--- config.mk ---
export PLATFORM = sky130hd
export DESIGN_NAME = multicycle_dual_mode_comparator
export DESIGN_NICKNAME = d
export VERILOG_FILES = /design/src/rtl/comparator_pkg.sv /design/src/rtl/chunk_compare.sv /design/src/rtl/multicycle_dual_mode_comparator.sv
export SDC_FILE = /design/constraint.sdc
export NUM_CORES = 1
export LEC_CHECK = 0
export ABC_AREA = 1
export BUFFER_PORTS_ARGS = -buffer_cell sky130_fd_sc_hd__clkbuf_2
export CAP_MARGIN = 0
export CORE_MARGIN = 3
export CORE_UTILIZATION = 30
export CTS_BUF_LIST = sky130_fd_sc_hd__clkbuf_8 sky130_fd_sc_hd__clkbuf_16
export CTS_CLUSTER_SIZE = 10
export DETAILED_ROUTE_END_ITERATION = 10
export PLACE_DENSITY = 0.59
export SYNTH_ARGS = -nofsm -noshare
export SYNTH_HDL_FRONTEND = slang
export SYNTH_SLANG_ARGS = --single-unit
--- constraint.sdc ---
create_clock -name clk_i -period 2.64 [get_ports clk_i]
set_input_delay 0.264 -clock clk_i [delete_from_list [all_inputs] [get_ports clk_i]]
set_output_delay 0.264 -clock clk_i [all_outputs]
set_load 0.1 [all_outputs]
--- src/rtl/comparator_pkg.sv ---
// Shared types for the multicycle dual-mode comparator: FSM states and the
// three-flag compare result.
package comparator_pkg;

    typedef enum logic [1:0] {
        IDLE = 2'd0,
        CMP  = 2'd1,
        DONE = 2'd2
    } cmp_state_t;

    typedef struct packed {
        logic gt;
        logic eq;
        logic lt;
    } cmp_result_t;

endpackage

--- src/rtl/chunk_compare.sv ---
// Combinational unsigned compare of one CHUNK-bit slice. The optional MSB
// flip turns a two's-complement top slice into offset binary.
module chunk_compare #(
    parameter int CHUNK = 8
) (
    input  logic [CHUNK-1:0] a_i,
    input  logic [CHUNK-1:0] b_i,
    input  logic             flip_msb_i,
    output logic             gt_o,
    output logic             lt_o
);

    logic [CHUNK-1:0] flipMask;
    logic [CHUNK-1:0] aAdj;
    logic [CHUNK-1:0] bAdj;

    assign flipMask = CHUNK'(flip_msb_i) << (CHUNK - 1);
    assign aAdj     = a_i ^ flipMask;
    assign bAdj     = b_i ^ flipMask;
    assign gt_o     = (aAdj > bAdj);
    assign lt_o     = (aAdj < bAdj);

endmodule

--- src/rtl/multicycle_dual_mode_comparator.sv ---
// Signed/unsigned magnitude comparator that walks the operands MSB slice
// first, CHUNK bits per cycle, with optional early termination.
module multicycle_dual_mode_comparator #(
    parameter int WIDTH      = 32,
    parameter int CHUNK      = 8,
    parameter bit EARLY_EXIT = 1'b1
) (
    input  logic             clk_i,
    input  logic             rst_i,
    input  logic [WIDTH-1:0] a_i,
    input  logic [WIDTH-1:0] b_i,
    input  logic             signed_i,
    input  logic             valid_i,
    output logic             ready_o,
    output logic             done_o,
    output logic             agtb_o,
    output logic             aeqb_o,
    output logic             altb_o
);

    import comparator_pkg::*;

    localparam int NUM_CHUNKS = WIDTH / CHUNK;
    localparam int CNT_W      = (NUM_CHUNKS > 1) ? $clog2(NUM_CHUNKS) : 1;

    generate
        if ((CHUNK < 1) || (NUM_CHUNKS < 1) || ((WIDTH % CHUNK) != 0)) begin : g_bad_params
            $error("WIDTH must be a non-zero multiple of CHUNK");
        end
    endgenerate

    cmp_state_t  state_q, state_d;
    logic [WIDTH-1:0] aShift_q, aShift_d;
    logic [WIDTH-1:0] bShift_q, bShift_d;
    logic             signed_q, signed_d;
    logic [CNT_W-1:0] sliceCnt_q, sliceCnt_d;
    logic             diffFound_q, diffFound_d;
    logic             pendGt_q, pendGt_d;
    logic             pendLt_q, pendLt_d;
    logic             ready_q, ready_d;
    cmp_result_t      result_q, result_d;

    logic sliceGt;
    logic sliceLt;
    logic sliceDiff;
    logic isTopSlice;

    assign isTopSlice = (sliceCnt_q == CNT_W'(NUM_CHUNKS - 1));
    assign sliceDiff  = sliceGt | sliceLt;

    chunk_compare #(
        .CHUNK(CHUNK)
    ) u_chunk_compare (
        .a_i       (aShift_q[WIDTH-1 -: CHUNK]),
        .b_i       (bShift_q[WIDTH-1 -: CHUNK]),
        .flip_msb_i(signed_q & isTopSlice),
        .gt_o      (sliceGt),
        .lt_o      (sliceLt)
    );

    // Operands shift left each compare cycle so the live slice is always at the top.
    always_comb begin
        state_d     = state_q;
        aShift_d    = aShift_q;
        bShift_d    = bShift_q;
        signed_d    = signed_q;
        sliceCnt_d  = sliceCnt_q;
        diffFound_d = diffFound_q;
        pendGt_d    = pendGt_q;
        pendLt_d    = pendLt_q;
        result_d    = result_q;

        case (state_q)
            IDLE: begin
                if (valid_i && ready_q) begin
                    aShift_d    = a_i;
                    bShift_d    = b_i;
                    signed_d    = signed_i;
                    sliceCnt_d  = CNT_W'(NUM_CHUNKS - 1);
                    diffFound_d = 1'b0;
                    pendGt_d    = 1'b0;
                    pendLt_d    = 1'b0;
                    state_d     = CMP;
                end
            end
            CMP: begin
                aShift_d   = aShift_q << CHUNK;
                bShift_d   = bShift_q << CHUNK;
                sliceCnt_d = sliceCnt_q - CNT_W'(1);
                if (!diffFound_q && sliceDiff) begin
                    diffFound_d = 1'b1;
                    pendGt_d    = sliceGt;
                    pendLt_d    = sliceLt;
                end
                // Only the first differing slice decides; later slices cannot override it.
                if ((EARLY_EXIT && sliceDiff) || (sliceCnt_q == '0)) begin
                    state_d     = DONE;
                    result_d.gt = diffFound_d & pendGt_d;
                    result_d.lt = diffFound_d & pendLt_d;
                    result_d.eq = ~diffFound_d;
                end
            end
            DONE: begin
                state_d = IDLE;
            end
            default: begin
                state_d = IDLE;
            end
        endcase

        ready_d = (state_d == IDLE);
    end

    always_ff @(posedge clk_i) begin
        if (rst_i) begin
            state_q     <= IDLE;
            aShift_q    <= '0;
            bShift_q    <= '0;
            signed_q    <= 1'b0;
            sliceCnt_q  <= '0;
            diffFound_q <= 1'b0;
            pendGt_q    <= 1'b0;
            pendLt_q    <= 1'b0;
            ready_q     <= 1'b0;
            result_q    <= '0;
        end else begin
            state_q     <= state_d;
            aShift_q    <= aShift_d;
            bShift_q    <= bShift_d;
            signed_q    <= signed_d;
            sliceCnt_q  <= sliceCnt_d;
            diffFound_q <= diffFound_d;
            pendGt_q    <= pendGt_d;
            pendLt_q    <= pendLt_d;
            ready_q     <= ready_d;
            result_q    <= result_d;
        end
    end

    assign ready_o = ready_q;
    assign done_o  = (state_q == DONE);
    assign agtb_o  = result_q.gt;
    assign aeqb_o  = result_q.eq;
    assign altb_o  = result_q.lt;

endmodule

==> results of run 1 <==
==> stage by stage <==
| step | total power, mW | worst slack (ns) | util | std cells | hold slack [ns] |
|---|---|---|---|---|---|
| 3_3_place_gp | 1.96 | 0.961 | 0.356 | 616 | 0.449 |
| 6_report | 2.99 | 0.913 | 0.379 | 631 | 0.153 |
| 4_1_cts | 3.03 | 0.868 | 0.379 | 631 | 0.137 |
| 3_5_place_dp | 1.97 | 0.880 | 0.356 | 616 | 0.463 |
| 2_1_floorplan | 1.80 | 0.673 | - | 428 | 0.333 |
| 5_1_grt | 3.17 | 0.707 | 0.379 | 631 | 0.155 |
==> critical path: stages, from the launching register on <==
cell     delay [ns]
dfxtp_1        0.33
inv_2          0.05
nand3_1        0.16
nand2_4        0.11
nor2_4         0.28
inv_2          0.28
buf_12         0.25
o21ai_0        0.17
==> per-layer routing <==
layer  track usage  part of all wire
met5             0                 0
met4        0.0389             0.011
met3        0.0360             0.064
met2         0.211              0.46
met1         0.174              0.47
==> sequential cells by signal (all words and copies together) (netlist names) <==
name / count
signed_q: 1
pendLt_q: 1
diffFound_q: 1
ready_o: 1
pendGt_q: 1
state_q: 2
bShift_q: 32
aeqb_o: 1
sliceCnt_q: 2
agtb_o: 1
altb_o: 1
aShift_q: 32
==> layout make-up <==
| type | instances | area share |
|---|---|---|
| Tap cell | 136 | 0.0426 |
| Timing Repair Buffer | 76 | 0.107 |
| Inverter | 74 | 0.0695 |
| Clock buffer | 10 | 0.0344 |
| Multi-Input combinational cell | 254 | 0.341 |
| Clock inverter | 5 | 0.0254 |
| Sequential cell | 76 | 0.381 |
==> path summary, 6_finish.rpt <==
path                       end  depth (start not counted)          from
setup / recovery   bShift_q[6]                          7    state_q[1]
hold / removal     aShift_q[4]                          3        a_i[4]
setup reg to reg   bShift_q[6]                          7    state_q[1]
hold reg to reg   aShift_q[17]                          2  aShift_q[17]
==> cells by family (layout without fill, tap and decap cells) <==
group,after synthesis,after routing,share of synthesized area
simple gates,123,123,0.158
compound gates,121,121,0.215
buf+inv,98,165,0.131
flops,76,76,0.459
fa+ha+maj,9,9,0.0339
mux,1,1,0.00302
==> report_power, final <==
| group | total, mW | internal, mW | leakage [nW] | switching, mW |
|---|---|---|---|---|
| combinational | 0.635 | 0.225 | 0.942 | 0.410 |
| clock | 1.06 | 0.645 | 0.120 | 0.412 |
| sequential | 1.30 | 1.26 | 0.621 | 0.0419 |
==> cell usage in the layout (no fill, tap or decap), drive strengths merged <==
cell | netlist | final
nand2 | 85 | 85
o21bai | 1 | 1
o21ai | 66 | 66
nand3 | 19 | 19
o22ai | 37 | 37
mux2i | 1 | 1
bufinv | 0 | 3
buf | 18 | 4
o211ai | 3 | 3
dfxtp | 76 | 76
ha | 9 | 9
nor3 | 1 | 1
a32o | 3 | 3
o221ai | 1 | 1
nand4 | 1 | 1
clkbuf | 6 | 82
o32ai | 4 | 4
nor2 | 17 | 17
clkinvlp | 0 | 1
inv | 74 | 75
a21oi | 6 | 6
==> impl_metrics.json, run 1 <==
{
  "status": "completed",
  "worstMarginPinSlew_ns": 0.713,
  "reg2reg_slack_ns": 0.91,
  "syn_inst": 428,
  "area_delta_synth_final_pct": 20.5,
  "drive_gt1_frac": 0.208,
  "fin_skew_ns": 0.00891,
  "avgSynthCellArea_um2": 7.75,
  "cp-start-kind": "register",
  "yosysTopAreaCell": "dfxtp_1",
  "required_ns": 2.91,
  "hold_viol": 0,
  "fmax_mhz": 579,
  "design_area_um2": 4000,
  "synth_seq_area_share": 0.459,
  "place.gp.congestion": 0.753,
  "cts_buffers": 9,
  "async_flop_share": 0,
  "drv_cap": 0,
  "dr.pass1.iters": 4,
  "clock_tree.htree_level_count": 3,
  "cts_tree": "done",
  "grt-ovfl-total": 0,
  "start_util": 0.314,
  "clk_pin_slew_ns": 0.08,
  "grt_use_total": 0.132,
  "nNetsFinal": 568,
  "ys_ff_latch": 76,
  "cts_hold_buf": 0,
  "worstPathArrival_ns": 1.99,
  "p_per_area_nw_per_um2": 749,
  "regArea_um2": 1520,
  "vias_per_cell": 4.61,
  "io_buffers": 72,
  "grt_pass1_vias": 2910,
  "grt_pass1_wl_mm": 13.4,
  "antenna_found_initial": 0,
  "routed_wl_mm": 8.05,
  "die_height_um": 111,
  "crit_path_end_kind": "register",
  "grt_max_degree": 95,
  "insertedDiodeCount": 0,
  "cts_max_path_buffers": 2,
  "crit_path_max_fanout": 30,
  "fin_crit_sh": 0.654,
  "dieArea_um2": 12400,
  "relSlewSlack": 0.524,
  "core_area_um2": 10600,
  "ys_top_cells_by_area": "dfxtp_1 46%, o21ai_0 10%, nand2_1 9.2%",
  "nFillCells": 1118,
  "hold_path.class": "in -> reg",
  "first_iter_violations": 143,
  "synth_edf_count": 0,
  "numClockSinks": 76,
  "rsz0062_at_grt": "false",
  "row_count": 37,
  "tns_ns": 0,
  "p_leak_nw": 1.68,
  "setup_viol": 0,
  "syn-num-nets": 505,
  "multiInputGateArea_um2": 1360,
  "yosysWarnings": 0,
  "ant_nets": 0,
  "peakVddDrop_mv": 0.270,
  "synth_top_area_share": 0.459,
  "synth_ff_type": "dfxtp_1",
  "vias": 2906,
  "finalMaxSlewViolations": 0,
  "ys_top_cells_by_count": "81 x nand2_1, 76 x dfxtp_1, 71 x inv_1",
  "drc": 0,
  "synth.distinct_cells": 30,
  "min_period_ns": 1.73,
  "design.portCount": 73,
  "synth_area_um2": 3320,
  "postPlaceCellArea_um2": 3760,
  "dpl.hpwl_mm": 5.93,
  "insertion_delay_ns": 0.34,
  "path_class": "reg -> reg",
  "die_x_um": 111,
  "clock-root-buffer": "clkbuf_8",
  "cts_resized": 0,
  "synth_most_common_cell": "nand2_1",
  "wl_per_cell_um": 12.8,
  "cts_setup_buffers": 0
}
Note: power is estimated with default switching activity, not from simulation.
==> inputs of run 2 (changes only) <==
--- a/config.mk
+++ b/config.mk
@@ -5,7 +5,7 @@
 export SDC_FILE = /design/constraint.sdc
 export NUM_CORES = 1
 export LEC_CHECK = 0
-export ABC_AREA = 1
+export ABC_AREA = 0
 export BUFFER_PORTS_ARGS = -buffer_cell sky130_fd_sc_hd__clkbuf_2
 export CAP_MARGIN = 0
 export CORE_MARGIN = 3
==> constraint.sdc (replaced) <==
create_clock -name clk_i -period 1.7 [get_ports clk_i]
set_input_delay 0.17 -clock clk_i [delete_from_list [all_inputs] [get_ports clk_i]]
set_output_delay 0.17 -clock clk_i [all_outputs]
set_load 0.1 [all_outputs]
==> run 2 against run 1 <==
- the run now ends with setup timing left
- non-clock buffer count increased by 23
- synthesized cell count fell by 20%
- worst hold slack got worse by 0.11 ns
- routed wire length grew 6.0%
- power is 57% higher
- global-route usage up 0.26 points
- setup slack worse by 0.99 ns
- utilization rose by 2.5 points
- die area up 1.3%
- cell area is 9.9% higher
- via count fell by 5.1%
- critical endpoint is now altb_o
==> impl_metrics.json, run 2 <==
{
  "synth_ff_type": "dfxtp_1",
  "design_area_um2": 4390,
  "drc": 0,
  "relSlewSlack": 0.531,
  "area_delta_synth_final_pct": 30.6,
  "multiInputGateArea_um2": 1870,
  "layout_commonest_cell": "clkbuf_2",
  "nFillCells": 1089,
  "drive_gt1_frac": 0.368,
  "clock_tree.htree_level_count": 3,
  "drv_cap": 0,
  "cts_hold_buf": 0,
  "row_count": 38,
  "nNetsFinal": 505,
  "yosysWarnings": 0,
  "cts_max_path_buffers": 2,
  "cts_buffers": 9,
  "synth_area_um2": 3360,
  "fin_crit_sh": 1.04,
  "routed_wl_mm": 8.53,
  "crit_chain": "inv_2 > ha_4 > nand3_2 > or4_4 > a2bb2oi_1 > o32ai_2",
  "worstPathArrival_ns": 1.98,
  "layout_setup_ws_ns": -0.0743,
  "status": "finished, violations left",
  "first_iter_violations": 113,
  "ant_nets": 0,
  "required_ns": 1.91,
  "path_class": "reg -> reg",
  "regArea_um2": 1530,
  "synth_edf_count": 0,
  "peakVddDrop_mv": 0.444,
  "ys_top_cells_by_area": "dfxtp_1 45%, mux2i_1 14%, a211oi_1 11%",
  "async_flop_share": 0,
  "antenna_found_initial": 0,
  "crit_path_end_kind": "register",
  "synth_seq_area_share": 0.452,
  "syn_inst": 344,
  "finalNonFillerCells": 572,
  "violations": "setup timing",
  "dpl.hpwl_mm": 5.75,
  "top_regs": "aShift_q x32, bShift_q x32",
  "fmax_mhz": 564,
  "synth_most_common_cell": "dfxtp_1",
  "place_ws_ns": -0.144,
  "hold_viol": 0,
  "clock-root-buffer": "clkbuf_8",
  "p_leak_nw": 2.10,
  "insertion_delay_ns": 0.34,
  "finalPower_mw": 4.71,
  "numClockSinks": 76,
  "clk_pin_slew_ns": 0.07,
  "die_height_um": 112,
  "dieArea_um2": 12500,
  "io_buffers": 72,
  "start_util": 0.309,
  "vias": 2757,
  "min_period_ns": 1.77,
  "design.portCount": 73,
  "p_per_area_nw_per_um2": 1070,
  "worstMarginPinSlew_ns": 0.701,
  "hold_path.class": "in -> reg",
  "yosysTopAreaCell": "dfxtp_1",
  "tns_ns": -0.216,
  "syn-num-nets": 421,
  "grt_use_total": 0.134,
  "cts_tree": "done",
  "dr.pass1.iters": 4,
  "grt_max_degree": 97,
  "grt_pass1_wl_mm": 13.6,
  "synth_top_area_share": 0.452,
  "rsz0062_at_grt": "true",
  "vias_per_cell": 4.82,
  "timing.hold.ws_ns": 0.0457,
  "fin_skew_ns": 0.00429,
  "ys_ff_latch": 76,
  "critPathMaxStageDelay_ns": 0.53,
  "synth.distinct_cells": 42,
  "die_x_um": 112,
  "finalMaxSlewViolations": 0,
  "grt_pass1_vias": 2781,
  "core_area_um2": 10900,
  "postPlaceCellArea_um2": 3980,
  "crit_path_max_fanout": 4,
  "insertedDiodeCount": 0,
  "grt-ovfl-total": 0,
  "place.gp.congestion": 0.839,
  "cp_slowest_cell": "or4_4",
  "dp_cells": 549,
  "cp-start-kind": "register",
  "wl_per_cell_um": 14.9,
  "ys_top_cells_by_count": "76 x dfxtp_1, 53 x nor2_1, 49 x a211oi_1",
  "setup_viol": 5,
  "layout_common_cells": "72 x clkbuf_2, 66 x dfxtp_1, 53 x nor2_1",
  "avgSynthCellArea_um2": 9.78,
  "fin_util": 0.403
}
[run 2: cell count changes in the layout (fill, tap and decap cells not counted), sizes merged, moves of 4 or more]
cell    before  now
nand3       19    4
inv         75   12
nor2        17   53
o21ai       66    6
a211oi       0   49
a22o         0   16
o22ai       37    0
buf          4   27
nor2b        0    4
nand2       85    7
mux2i        1   47
[run 2: area by class of cell]
class,instances,area share
Clock buffer,11,0.0345
Clock inverter,4,0.00570
Inverter,12,0.0103
Multi-Input combinational cell,230,0.425
Sequential cell,76,0.349
Tap cell,140,0.0399
Timing Repair Buffer,99,0.136
[run 2: final timing paths]
check	depth (start not counted)	slack, ns	startpoint	to
max reg2reg	6	-0.07	bShift_q[30]	altb_o
min reg2reg	1	0.48	bShift_q[0]	bShift_q[0]
max	6	-0.07	bShift_q[30]	altb_o
min	2	0.05	b_i[0]	bShift_q[0]
[run 2: timing repair]
item | 4_1_cts | 5_1_grt
pin swaps | 11 | 8
buffers inserted | 8 | 1
endpoints found under the setup margin | 9 | 8
gates resized for setup | 25 | 15
endpoints found under the hold margin | 0 | 0
[run 2: kinds of logic after synthesis]
kind of cell	Yosys count	share of synthesized area
AO/OA/AOI/OAI	93	0.221
adder cells (fa/ha/maj)	9	0.0335
flip-flops	76	0.452
multiplexers	47	0.140
AND/OR/NAND/NOR	80	0.106
buffers and inverters	38	0.0454
XOR/XNOR	1	0.00260
[run 2: report_power, final]
part           switching (mW)  leakage, nW  internal (mW)  total [mW]
registers               0.128        0.626           1.98        2.11
clock network           0.638       0.0872          0.597        1.23
logic                   0.727         1.38          0.639        1.37
total                    1.49         2.10           3.21        4.71
[run 2: critical path, delay by kind of cell (launching register included)]
family	cells	cell delay, ns
simple gates	2	0.61
buf+inv	1	0.06
compound gates	2	0.37
fa+ha+maj	1	0.27
flops	1	0.34
[run 2: routing by layer]
metal / track usage / part of all wire / vias to the layer above
li1: - / - / 1424
met1: 0.171 / 0.46 / 1279
met2: 0.220 / 0.48 / 47
met3: 0.0451 / 0.051 / 7
met4: 0.0341 / 0.0087 / 0
met5: 0 / 0 / -
==> inputs of run 3 (changes only) <==
--- a/config.mk
+++ b/config.mk
@@ -14,6 +14,7 @@
 export CTS_CLUSTER_SIZE = 10
 export DETAILED_ROUTE_END_ITERATION = 10
 export PLACE_DENSITY = 0.59
+export SKIP_LAST_GASP = 1
 export SYNTH_ARGS = -nofsm -noshare
 export SYNTH_HDL_FRONTEND = slang
 export SYNTH_SLANG_ARGS = --single-unit
==> constraint.sdc (replaced) <==
create_clock -name clk_i -period 2 [get_ports clk_i]
set_input_delay 0.2 -clock clk_i [delete_from_list [all_inputs] [get_ports clk_i]]
set_output_delay 0.2 -clock clk_i [all_outputs]
set_load 0.1 [all_outputs]
==> run 3 against run 2 <==
- the run now ends clean
- critical path depth up 1
- global-route usage shrank 0.094 points
- sequential cell count unchanged
- largest cell class unchanged
- highest routed layer unchanged
==> impl_metrics.json, run 3 (synthesis gave the netlist of run 2 again) <==
{
  "status": "completed",
  "crit_path_max_fanout": 7,
  "p_seq_frac": 0.435,
  "layout_common_cells": "76 x dfxtp_1, 72 x clkbuf_2, 53 x nor2_1",
  "internal_power_mw": 2.89,
  "drv_cap": 0,
  "dp_cells": 538,
  "dr.pass1.iters": 4,
  "dpl.hpwl_mm": 5.83,
  "crit_chain": "inv_1 > ha_1 > a21o_1 > a21oi_1 > o221ai_2 > or2_1 > o41ai_2",
  "power.switching_mw": 1.20,
  "cts_buffers": 9,
  "finalPower_mw": 4.09,
  "worstPathArrival_ns": 2.13,
  "fin_crit_sh": 0.949,
  "combPwrFrac": 0.225,
  "path_class": "reg -> reg",
  "die_x_um": 112,
  "postPlaceCellArea_um2": 3900,
  "fin_skew_ns": 0.00891,
  "place.gp.congestion": 0.829,
  "vias_per_cell": 4.91,
  "design_area_um2": 4150,
  "place_ws_ns": 0.146,
  "grt_use_total": 0.133,
  "nFillCells": 1097,
  "die_height_um": 112,
  "relSlewSlack": 0.634,
  "finalMaxSlewViolations": 0,
  "area_delta_synth_final_pct": 23.4,
  "grt-ovfl-total": 0,
  "insertedDiodeCount": 0,
  "timing.hold.ws_ns": 0.0694,
  "first_iter_violations": 106,
  "cp-start-kind": "register",
  "clk_pin_slew_ns": 0.08,
  "top_regs": "aShift_q x32, bShift_q x32",
  "drive_gt1_frac": 0.253,
  "finalNonFillerCells": 555,
  "row_count": 38,
  "start_util": 0.309,
  "peakVddDrop_mv": 0.365,
  "nNetsFinal": 487,
  "path_buf_inv": 1,
  "cts_hold_buf": 0,
  "cts_tree": "done",
  "switching_share": 0.294,
  "min_period_ns": 1.90,
  "crit_family": "compound AO/OA/AOI/OAI gates",
  "layout_commonest_cell": "dfxtp_1",
  "regArea_um2": 1520,
  "fmax_mhz": 527,
  "routed_wl_mm": 8.17,
  "wl_per_cell_um": 14.7,
  "rsz0062_at_grt": "false",
  "cts_max_path_buffers": 2,
  "layout_setup_ws_ns": 0.101,
  "fin_util": 0.381,
  "p_leak_nw": 2.01,
  "antenna_found_initial": 0,
  "clock_power_share": 0.340,
  "critPathMaxStageDelay_ns": 0.34,
  "multiInputGateArea_um2": 1700,
  "worstMarginPinSlew_ns": 0.551,
  "ant_nets": 0,
  "numClockSinks": 76,
  "hold_path.class": "in -> reg",
  "clock-root-buffer": "clkbuf_8",
  "cp_slowest_cell": "dfxtp_1",
  "required_ns": 2.24,
  "insertion_delay_ns": 0.34,
  "clock_tree.htree_level_count": 3,
  "grt_max_degree": 95,
  "dieArea_um2": 12500,
  "drc": 0,
  "setup_viol": 0,
  "core_area_um2": 10900,
  "grt_pass1_vias": 2759,
  "p_per_area_nw_per_um2": 986,
  "tns_ns": 0,
  "hold_viol": 0,
  "io_buffers": 72,
  "crit_path_end_kind": "register",
  "vias": 2726,
  "design.portCount": 73,
  "grt_pass1_wl_mm": 13.6
}
[run 3: changes by cell type in the layout (fill, tap and decap cells not counted), sizes merged]
cell / before / now
buf: 27 / 9
bufinv: 0 / 3
clkbuf: 83 / 81
clkinv: 2 / 0
clkinvlp: 2 / 3
inv: 12 / 13
[run 3: what timing repair did]
item,in CTS,in global routing
resized for setup,0,1
hold endpoints to repair,0,0
endpoints found under the setup margin,0,2
setup buffers,0,1
[run 3: metal layers]
metal | GRT usage | up-vias | wire length (µm)
met5 | 0 | - | 0
met4 | 0.0552 | 0 | 141
met3 | 0.0424 | 10 | 451
li1 | - | 1396 | -
met2 | 0.212 | 59 | 3800
met1 | 0.168 | 1261 | 3780
[run 3: worst paths after layout]
kind	depth (start not counted)	startpoint	slack (ns)	to
max	7	bShift_q[29]	0.10	pendLt_q
min	2	a_i[5]	0.07	aShift_q[5]
max reg2reg	7	bShift_q[29]	0.10	pendLt_q
min reg2reg	1	bShift_q[7]	0.48	bShift_q[7]
[run 3: area by class of cell]
cell class / count / area share
inverters: 12 / 0.0109
multi-input cells: 230 / 0.410
repair buffers: 81 / 0.112
well taps: 140 / 0.0422
clock inverters: 7 / 0.0280
flip-flops and latches: 76 / 0.367
clock buffers: 9 / 0.0298
[run 3: worst register-to-register path: cells and delay by family (launching register included)]
kind	cells	cell delay, ns
adder cells (fa/ha/maj)	1	0.30
AO/OA/AOI/OAI	4	0.81
buffers and inverters	1	0.05
AND/OR/NAND/NOR	1	0.32
flip-flops	1	0.34
[run 3: power groups by stage]
stage | Clock (mW) | Combinational, mW | Sequential, mW
floorplan | 0 | 0.590 | 1.86
global placement | 0 | 0.875 | 1.81
detailed placement | 0 | 0.900 | 1.82
CTS | 1.43 | 0.906 | 1.78
global route | 1.50 | 1.01 | 1.81
finish | 1.39 | 0.920 | 1.78
